File: src/rtl/alu_seq_pkg.sv
// Shared types and field positions for the ALU command sequencer.
// Opcode, FSM state, flag indices and opcode byte layout.
package alu_seq_pkg;

  typedef enum logic [2:0] {
    OP_ADD,
    OP_SUB,
    OP_AND,
    OP_OR,
    OP_XOR,
    OP_SHL,
    OP_SHR,
    OP_MUL
  } op_e;

  typedef enum logic [2:0] {
    S_IDLE,
    S_GET_A,
    S_GET_B,
    S_EXEC,
    S_MUL,
    S_OUT
  } state_e;

  localparam int FLAG_C = 0;
  localparam int FLAG_Z = 1;
  localparam int FLAG_V = 2;

  localparam int OPC_OP_LSB  = 0;
  localparam int OPC_OP_MSB  = 2;
  localparam int OPC_USE_ACC = 3;

endpackage

File: src/rtl/alu_comb.sv
// Single-cycle ALU ops (add/sub/logic/shift).
// Produces the result plus overflow and carry/borrow.
module alu_comb
  import alu_seq_pkg::*;
#(
  parameter int WIDTH = 8
) (
  input  op_e              i_op,
  input  logic [WIDTH-1:0] i_a,
  input  logic [WIDTH-1:0] i_b,
  output logic [WIDTH-1:0] o_y,
  output logic             o_v,
  output logic             o_c
);

  localparam int MSB = WIDTH - 1;

  logic [WIDTH:0]   w_wide;
  logic [WIDTH-1:0] w_y;
  logic             w_v;
  logic             w_c;
  logic [2:0]       w_sh;

  assign w_sh = i_b[2:0];

  // Select the operation; the extra wide bit carries C out of add/sub/shift.
  always_comb begin
    w_wide = '0;
    w_y    = '0;
    w_v    = 1'b0;
    w_c    = 1'b0;
    unique case (i_op)
      OP_ADD: begin
        w_wide = {1'b0, i_a} + {1'b0, i_b};
        w_y    = w_wide[WIDTH-1:0];
        w_c    = w_wide[WIDTH];
        w_v    = (i_a[MSB] == i_b[MSB]) &&
                 (w_y[MSB] != i_a[MSB]);
      end
      OP_SUB: begin
        w_wide = {1'b0, i_a} - {1'b0, i_b};
        w_y    = w_wide[WIDTH-1:0];
        w_c    = w_wide[WIDTH];
        w_v    = (i_a[MSB] != i_b[MSB]) &&
                 (w_y[MSB] != i_a[MSB]);
      end
      OP_AND: w_y = i_a & i_b;
      OP_OR:  w_y = i_a | i_b;
      OP_XOR: w_y = i_a ^ i_b;
      OP_SHL: begin
        w_wide = {1'b0, i_a} << w_sh;
        w_y    = w_wide[WIDTH-1:0];
        w_c    = w_wide[WIDTH];
      end
      OP_SHR: begin
        w_wide = {i_a, 1'b0} >> w_sh;
        w_y    = w_wide[WIDTH:1];
        w_c    = w_wide[0];
      end
      default: begin
        w_y = '0;
      end
    endcase
  end

  assign o_y = w_y;
  assign o_v = w_v;
  assign o_c = w_c;

endmodule

File: src/rtl/alu_seq_ctrl.sv
// Byte-stream command sequencer for the 8-bit ALU datapath.
// Collects opcode/operands, runs ALU or shift-add MUL, returns result.
module alu_seq_ctrl
  import alu_seq_pkg::*;
#(
  parameter int WIDTH = 8
) (
  input  logic             clk,
  input  logic             rst,
  input  logic             in_valid,
  output logic             in_ready,
  input  logic [WIDTH-1:0] in_data,
  output logic             res_valid,
  input  logic             res_ready,
  output logic [WIDTH-1:0] res_data,
  output logic [2:0]       res_flags,
  output logic             busy
);

  localparam int CW = (WIDTH > 1) ? $clog2(WIDTH) : 1;
  localparam logic [CW-1:0] CNT_LAST = CW'(WIDTH - 1);

  state_e             r_state;
  op_e                r_op;
  logic [WIDTH-1:0]   r_a;
  logic [WIDTH-1:0]   r_b;
  logic [WIDTH-1:0]   r_acc;
  logic [WIDTH-1:0]   r_res;
  logic [2:0]         r_flags;
  logic [CW-1:0]      r_cnt;
  logic [2*WIDTH-1:0] r_prod;

  logic [WIDTH-1:0]   w_y;
  logic               w_v;
  logic               w_c;
  logic [2:0]         w_flags;
  logic [WIDTH:0]     w_sum;
  logic [2*WIDTH-1:0] w_step;
  logic [2:0]         w_mflags;

  alu_comb #(.WIDTH(WIDTH)) u_alu (
    .i_op (r_op),
    .i_a  (r_a),
    .i_b  (r_b),
    .o_y  (w_y),
    .o_v  (w_v),
    .o_c  (w_c)
  );

  // Pack ALU flags and form one shift-add step of the multiplier.
  always_comb begin
    w_flags         = '0;
    w_flags[FLAG_V] = w_v;
    w_flags[FLAG_Z] = (w_y == '0);
    w_flags[FLAG_C] = w_c;
    w_sum  = {1'b0, r_prod[2*WIDTH-1:WIDTH]}
           + (r_prod[0] ? {1'b0, r_a} : '0);
    w_step = {w_sum, r_prod[WIDTH-1:1]};
    w_mflags         = '0;
    w_mflags[FLAG_Z] = (w_step[WIDTH-1:0] == '0);
    w_mflags[FLAG_C] = |w_step[2*WIDTH-1:WIDTH];
  end

  // Command FSM with operand capture, MUL iteration and result hold.
  always_ff @(posedge clk or posedge rst) begin
    if (rst) begin
      r_state <= S_IDLE;
      r_op    <= OP_ADD;
      r_a     <= '0;
      r_b     <= '0;
      r_acc   <= '0;
      r_res   <= '0;
      r_flags <= '0;
      r_cnt   <= '0;
      r_prod  <= '0;
    end else begin
      unique case (r_state)
        S_IDLE: begin
          if (in_valid) begin
            r_op <= op_e'(in_data[OPC_OP_MSB:OPC_OP_LSB]);
            if (in_data[OPC_USE_ACC]) begin
              r_a     <= r_acc;
              r_state <= S_GET_B;
            end else begin
              r_state <= S_GET_A;
            end
          end
        end
        S_GET_A: begin
          if (in_valid) begin
            r_a     <= in_data;
            r_state <= S_GET_B;
          end
        end
        S_GET_B: begin
          if (in_valid) begin
            r_b     <= in_data;
            r_prod  <= {{WIDTH{1'b0}}, in_data};
            r_cnt   <= '0;
            r_state <= (r_op == OP_MUL) ? S_MUL : S_EXEC;
          end
        end
        S_EXEC: begin
          r_res   <= w_y;
          r_flags <= w_flags;
          r_acc   <= w_y;
          r_state <= S_OUT;
        end
        S_MUL: begin
          r_prod <= w_step;
          r_cnt  <= r_cnt + 1'b1;
          if (r_cnt == CNT_LAST) begin
            r_res   <= w_step[WIDTH-1:0];
            r_flags <= w_mflags;
            r_acc   <= w_step[WIDTH-1:0];
            r_state <= S_OUT;
          end
        end
        S_OUT: begin
          if (res_ready) r_state <= S_IDLE;
        end
        default: r_state <= S_IDLE;
      endcase
    end
  end

  assign in_ready  = (r_state == S_IDLE) ||
                     (r_state == S_GET_A) ||
                     (r_state == S_GET_B);
  assign res_valid = (r_state == S_OUT);
  assign busy      = (r_state != S_IDLE);
  assign res_data  = r_res;
  assign res_flags = r_flags;

endmodule

File: config.mk
export PLATFORM = sky130hd
export DESIGN_NAME = alu_seq_ctrl
export DESIGN_NICKNAME = d
export VERILOG_FILES = /design/src/rtl/alu_seq_pkg.sv /design/src/rtl/alu_comb.sv /design/src/rtl/alu_seq_ctrl.sv
export SDC_FILE = /design/constraint.sdc
export NUM_CORES = 1
export LEC_CHECK = 0
export CAP_MARGIN = 5
export CORE_MARGIN = 2
export CORE_UTILIZATION = 60
export CTS_BUF_LIST = sky130_fd_sc_hd__clkbuf_2 sky130_fd_sc_hd__clkbuf_4 sky130_fd_sc_hd__clkbuf_8
export DETAILED_ROUTE_END_ITERATION = 6
export PLACE_DENSITY = 0.82
export SLEW_MARGIN = 10
export SYNTH_ARGS = -nofsm -noshare
export SYNTH_HDL_FRONTEND = slang
export SYNTH_SLANG_ARGS = --single-unit
File: constraint.sdc
create_clock -name clk -period 6.08 [get_ports clk]
set_input_delay 1.216 -clock clk [delete_from_list [all_inputs] [get_ports clk]]
set_output_delay 1.216 -clock clk [all_outputs]
set_load 0.02 [all_outputs]
; Word-level counts from Yosys, hierarchy flattened
; Cells that the tools add are included.
[word_totals]
reg_bits = 52
latch_bits = 0
mem_bits_rw = 0
romBits = 0
in_bits = 12
output_inout_bits = 14
elab_cells = 83
n_memories = 0
[op_classes]
add_sub_neg = 4
mul = 0
div = 0
n_lt_le_gt_ge = 0
n_eq_ne = 23
shifts = 2
muxes = 24
n_bitwise = 3
n_reduce_logical = 19
[ops]
columns = cell, count
row1 = 8-bit one-hot mux with 7 select lines, 1
row2 = 8-bit 2-to-1 mux, 5
row3 = 16-bit one-hot mux with 2 select lines, 1
row4 = 8-bit one-hot mux with 2 select lines, 2
row5 = 3-bit 2-to-1 mux, 8
row6 = "3-bit equality test, second input constant", 7
row7 = 8-bit by 8-bit adder with 9-bit output, 2
row8 = 3-bit one-hot mux with 6 select lines, 1
row9 = 8-bit logical NOT, 2
row10 = 16-bit 2-to-1 mux, 1
row11 = "3-bit by 2-bit equality test with 1-bit output, second input constant", 4
row12 = 3-bit one-hot mux with 2 select lines, 2
row13 = "2-bit != test, second input constant", 5
row14 = 8-bit by 3-bit left shift with 9-bit output, 1
row15 = 9-bit by 3-bit right shift with 9-bit output, 1
row16 = 8-bit by 8-bit subtractor with 9-bit output, 1
row17 = 8-bit AND, 1
row18 = 8-bit OR, 1
row19 = 2-bit AND reduction, 4
row20 = 8-bit OR reduction, 1
row21 = 8-bit XOR, 1
row22 = "3-bit by 1-bit equality test with 1-bit output, second input constant", 2
row23 = 3-bit logical NOT, 2
row24 = 2-bit nonzero test, 3
row25 = other kinds (12), 16

; Logic depth before layout (Yosys ltp)
[depth]
ltp_word = 5
depth_mapped = 11
ltp_nobuf = 10

; Hierarchy
; Synthesis repeated with hierarchy kept, for this count alone.
[hier_totals]
hier_cells = 523
area_unflattened_um2 = 4481.8
[by_module_without_submodules]
columns = mod, n_inst, cells_per_inst, area_per_inst_um2, seq_area_each_um2
row1 = alu_seq_ctrl, 1, 289, 2807.7, 1301.2
row2 = alu_comb, 1, 234, 1674.1, 0.0

; Worst setup path after synthesis
; OpenSTA, ideal clock, no wires.
[synth_path]
path_type = register to register
from = reg r_b[1]
to = reg r_flags[1], in the netlist res_flags[1]
setup_ps = 92
arrival_ps = 2690
required_time_ps = 5988
slack_ps = 3298
stages_incl_launch_ff = 12
n_path_buf = 2
period_less_slack_ps = 2782
cell_sequence = dfrtp_1 > buf_2 > buf_2 > inv_1 > ha_1 > a211oi_1 > o211ai_1 > a31oi_1 > xor2_1 > o221ai_1 > a21o_1 > o31ai_2
[synth_via]
elab_chain_len = 4
elab_cells_between_ends = 10
classes_between = add/sub: 2 / shift: 2 / mux: 2 / bitwise: 3 / reduce/logical: 1
[synth_rtl]
columns = element, line_no
row1 = "start, declared", alu_seq_ctrl.sv:26  ; logic [WIDTH-1:0] r_b;
row2 = "start signal, assigned", alu_seq_ctrl.sv:97  ; r_b <= in_data;
row3 = 8-bit by 8-bit subtractor with 9-bit output (tied with other cells), alu_comb.sv:41  ; w_wide = {1'b0, i_a} - {1'b0, i_b};
row4 = 8-bit one-hot mux with 7 select lines *, alu_comb.sv:32  ; unique case (i_op)
row5 = 8-bit logical NOT *, alu_seq_ctrl.sv:54  ; w_flags[FLAG_Z] = (w_y == '0);
row6 = 3-bit one-hot mux with 2 select lines *, alu_seq_ctrl.sv:77  ; unique case (r_state)
row7 = "end signal, assigned", alu_seq_ctrl.sv:105  ; r_flags <= w_flags;
row8 = "end signal, assigned", alu_seq_ctrl.sv:114  ; r_flags <= w_mflags;
row9 = "end, declared", alu_seq_ctrl.sv:29  ; logic [2:0] r_flags;
; Mark *: on every way between the ends. The rest lies on a longest branch, timed or not.
; A chain may end at the register's enable or synchronous reset.

; Final worst setup path
[layout_path]
from = reg r_b[1]
to = reg r_res[7], in the netlist res_data[7]
[layout_via]
elab_chain_len = 3
elab_cells_between_ends = 6
classes_between = add/sub: 2 / shift: 2 / mux: 2
[layout_rtl]
columns = element, line_no
row1 = 8-bit by 8-bit subtractor with 9-bit output (tied with other cells), alu_comb.sv:41
row2 = 8-bit one-hot mux with 7 select lines *, alu_comb.sv:32
row3 = 8-bit one-hot mux with 2 select lines *, alu_seq_ctrl.sv:77
row4 = "end signal, assigned", alu_seq_ctrl.sv:104  ; r_res <= w_y;
row5 = "end signal, assigned", alu_seq_ctrl.sv:113  ; r_res <= w_step[WIDTH-1:0];
row6 = "end, declared", alu_seq_ctrl.sv:28  ; logic [WIDTH-1:0] r_res;
; Marked as above.

==> flow_summary.yaml <==
run_status:
  status: "finished clean"
timing:
  tns_ns: 0
  hold_violations: 0
  min_period_ns: 3.46
  slew_violations: 0
  finalWorstSetupSlack_ns: 2.62
  setup_violations: 0
  finalCritPeriodShare_pct: 56.9
  slew_headroom_pct: 27.1
  skew_ns: 0.0108
  tightest_slew_ns: 1.09
  hold_slack_ns: 0.505
  rsz0062_at_grt: "no"
  clock.fmax_mhz: 289
yosys:
  postSynthCellCount: 524
  synth-async-reset-ratio_pct: 100
  synth-main-ff-cell: "dfrtp_1"
  ys_seq_area_share_pct: 29.2
  ys_seq_elements: 52
  synth_enable_flop_cells: 0
  synthTopCellsByCount: "56 x nand2_1, 52 x dfrtp_1, 40 x nor2_1"
  syn_area_per_cell_sq_um: 8.49
  ys_types: 69
  netlist_area_sq_um: 4450
  synth_area_leaders: "dfrtp_1 29%, ha_1 9.8%, mux2i_1 4.9%, nand2_1 4.7%, a21oi_1 3.6%"
  yosysMostFrequentCell: "nand2_1"
  yosysWarnings: 0
  synth_top_cell_area_share_pct: 29.2
  synth_nets: 574
  yosys.area.top_type: "dfrtp_1"
pwr:
  p_int_mw: 1.36
  powerDensity_nw_per_um2: 587
  power_frac_clock_pct: 7.4
  p_sw_share_pct: 51.6
  pwr-share-seq_pct: 28.3
  leakage_nw: 2.07
  power_frac_comb_pct: 64.3
  switching_power_mw: 1.45
  ir_worst_vdd_uv: 358
  power_mw: 2.82
clock_tree:
  root_buffer: "clkbuf_8"
  postCtsHoldBufs: 0
  clock-sinks: 52
  clockBufferDepth: 2
  path_clk_slew_ns: 0.09
  cts-htree-levels: 2
  clk-insertion-delay-late_ns: 0.31
  cts_tree: "yes"
  cts_setup_buffers: 0
  cts-resized-gates: 0
  cts_made_buffers: 5
finish:
  fin_util_pct: 66.5
  num-fill-cells: 603
  diodes: 0
  drive_gt1_share_pct: 5.32
  nets: 575
  area_growth_pct: 7.90
critical_path:
  cp.arrival_ns: 3.66
  critical_path_class: "reg -> reg"
  cp-end-kind: "register"
  path_cells: "inv_1, ha_1, a211oi_1, o211ai_1, a31oi_1, xor2_1, o221ai_1, a211oi_1, o31ai_1"
  max_stage_delay_ns: 0.95
  crit_required_ns: 6.28
  slowest_stage: "dfrtp_1"
  crit_fanout: 24
  cp-start-kind: "register"
  crit_path_frequent_cell: "a211oi_1"
drt:
  drt_wl_total_um: 12200
  vias: 4146
  wl_per_cell_um: 19.5
  viasPerCell: 6.63
  drc_errors: 0
  first_pass_iters: 5
  ant_nets: 0
  drtIter0Drc: 394
floorplan:
  fp-row-count: 31
  io_pins: 26
  die_y_um: 90.1
  fp.dieArea_sq_um: 8120
  die_w_um: 90.1
  initial_utilization_pct: 61.7
  core_area_sq_um: 7210
min_path:
  min_path_type: "reg -> reg"
run:
  maxCapViolations: 0
grt:
  first_global_vias: 3909
  grt_antenna_before_repair: 0
  grt_pass1_wl_um: 19700
  grt_remaining_overflow: 0
  grt_max_degree: 53
  track_usage_pct: 29.9
placed_design:
  dpl_worst_slack_ns: 2.73
  place_congestion: 0.972
  dp_hpwl_um: 8840
  port_buffers: 25
## per-stage QoR
stage	cell area (sq um)	instances
CTS	4800	625
global route	4800	625
finish	4800	625
floorplan	4450	524
detailed placement	4700	617
global placement	4700	617
## layout by cell type, fill, tap and decap left out, types with 8 or more instances in the layout
cell	instances
o21ai_1	17
nor2_1	40
a22o_1	8
nand3_1	10
a21oi_1	32
nand2b_1	8
ha_1	35
dfrtp_1	52
mux2i_1	22
nor3_1	9
clkdlybuf4s50_1	25
and2_1	10
xnor2_1	9
inv_1	22
a22oi_1	10
nand2_1	56
o21ai_0	31
## worst max-delay path, delay by kind of cell (launching register included)
kind	cells	cell delay, ns
AO/OA/AOI/OAI	6	1.48
XOR/XNOR	1	0.18
adder cells (fa/ha/maj)	1	0.42
buffers and inverters	1	0.31
flip-flops	1	0.95
## area by class of cell
class	count	area, sq um	area share [%]
Timing Repair Buffer	28	273	5.68
Clock inverter	1	7.51	0.156
Inverter	25	93.8	1.95
Tap cell	99	124	2.58
Sequential cell	52	1300	27.1
Multi-Input combinational cell	413	2910	60.6
Clock buffer	7	90.1	1.88
## registers in the layout, indices dropped and copies added (netlist names)
name,flops
r_cnt,3
r_a,8
res_data,8
res_flags,3
r_prod,16
r_b,8
r_state,3
r_op,3
## cell families (layout without fill, tap and decap cells)
kind of cell | after synthesis | count (layout) | share of synthesized area [%]
xor gates and xnor gates | 15 | 15 | 2.95
muxes | 32 | 32 | 8.75
adders and majority gates | 38 | 38 | 11.2
AOI/OAI and AO/OA | 157 | 157 | 23.4
and+or+nand+nor | 171 | 171 | 19.1
DFF | 52 | 52 | 29.2
buffers and inverters | 59 | 61 | 5.43
## power groups by stage
stage                     Clock (mW)  Combinational [mW]  Sequential [mW]
after global placement             0                1.72            0.782
after global routing           0.227                1.96            0.821
after CTS                      0.213                1.78            0.788
after floorplan                    0                1.41            0.658
after detailed placement           0                1.77            0.797
final                          0.209                1.81            0.798
## routing by layer
| metal | up-vias | GRT usage (%) | share of wire [%] |
|---|---|---|---|
| met5 | - | 0 | 0 |
| met1 | 1986 | 41.0 | 43 |
| met3 | 46 | 3.35 | 6.6 |
| met2 | 213 | 48.1 | 46 |
| li1 | 1901 | - | - |
| met4 | 0 | 12.7 | 3.9 |
## final timing paths
path                               from  cells after the start  slack, ns      endpoint
setup / recovery                 r_b[1]                      9       2.62   res_data[7]
hold / removal             res_flags[2]                      2       0.51  res_flags[2]
setup reg to reg                 r_b[1]                      9       2.62   res_data[7]
hold reg to reg            res_flags[2]                      2       0.51  res_flags[2]
max in group asynchronous           rst                      2       3.95    r_prod[14]
min in group asynchronous           rst                      2       1.48        r_b[3]
Note: power is estimated with default switching activity, not from simulation.
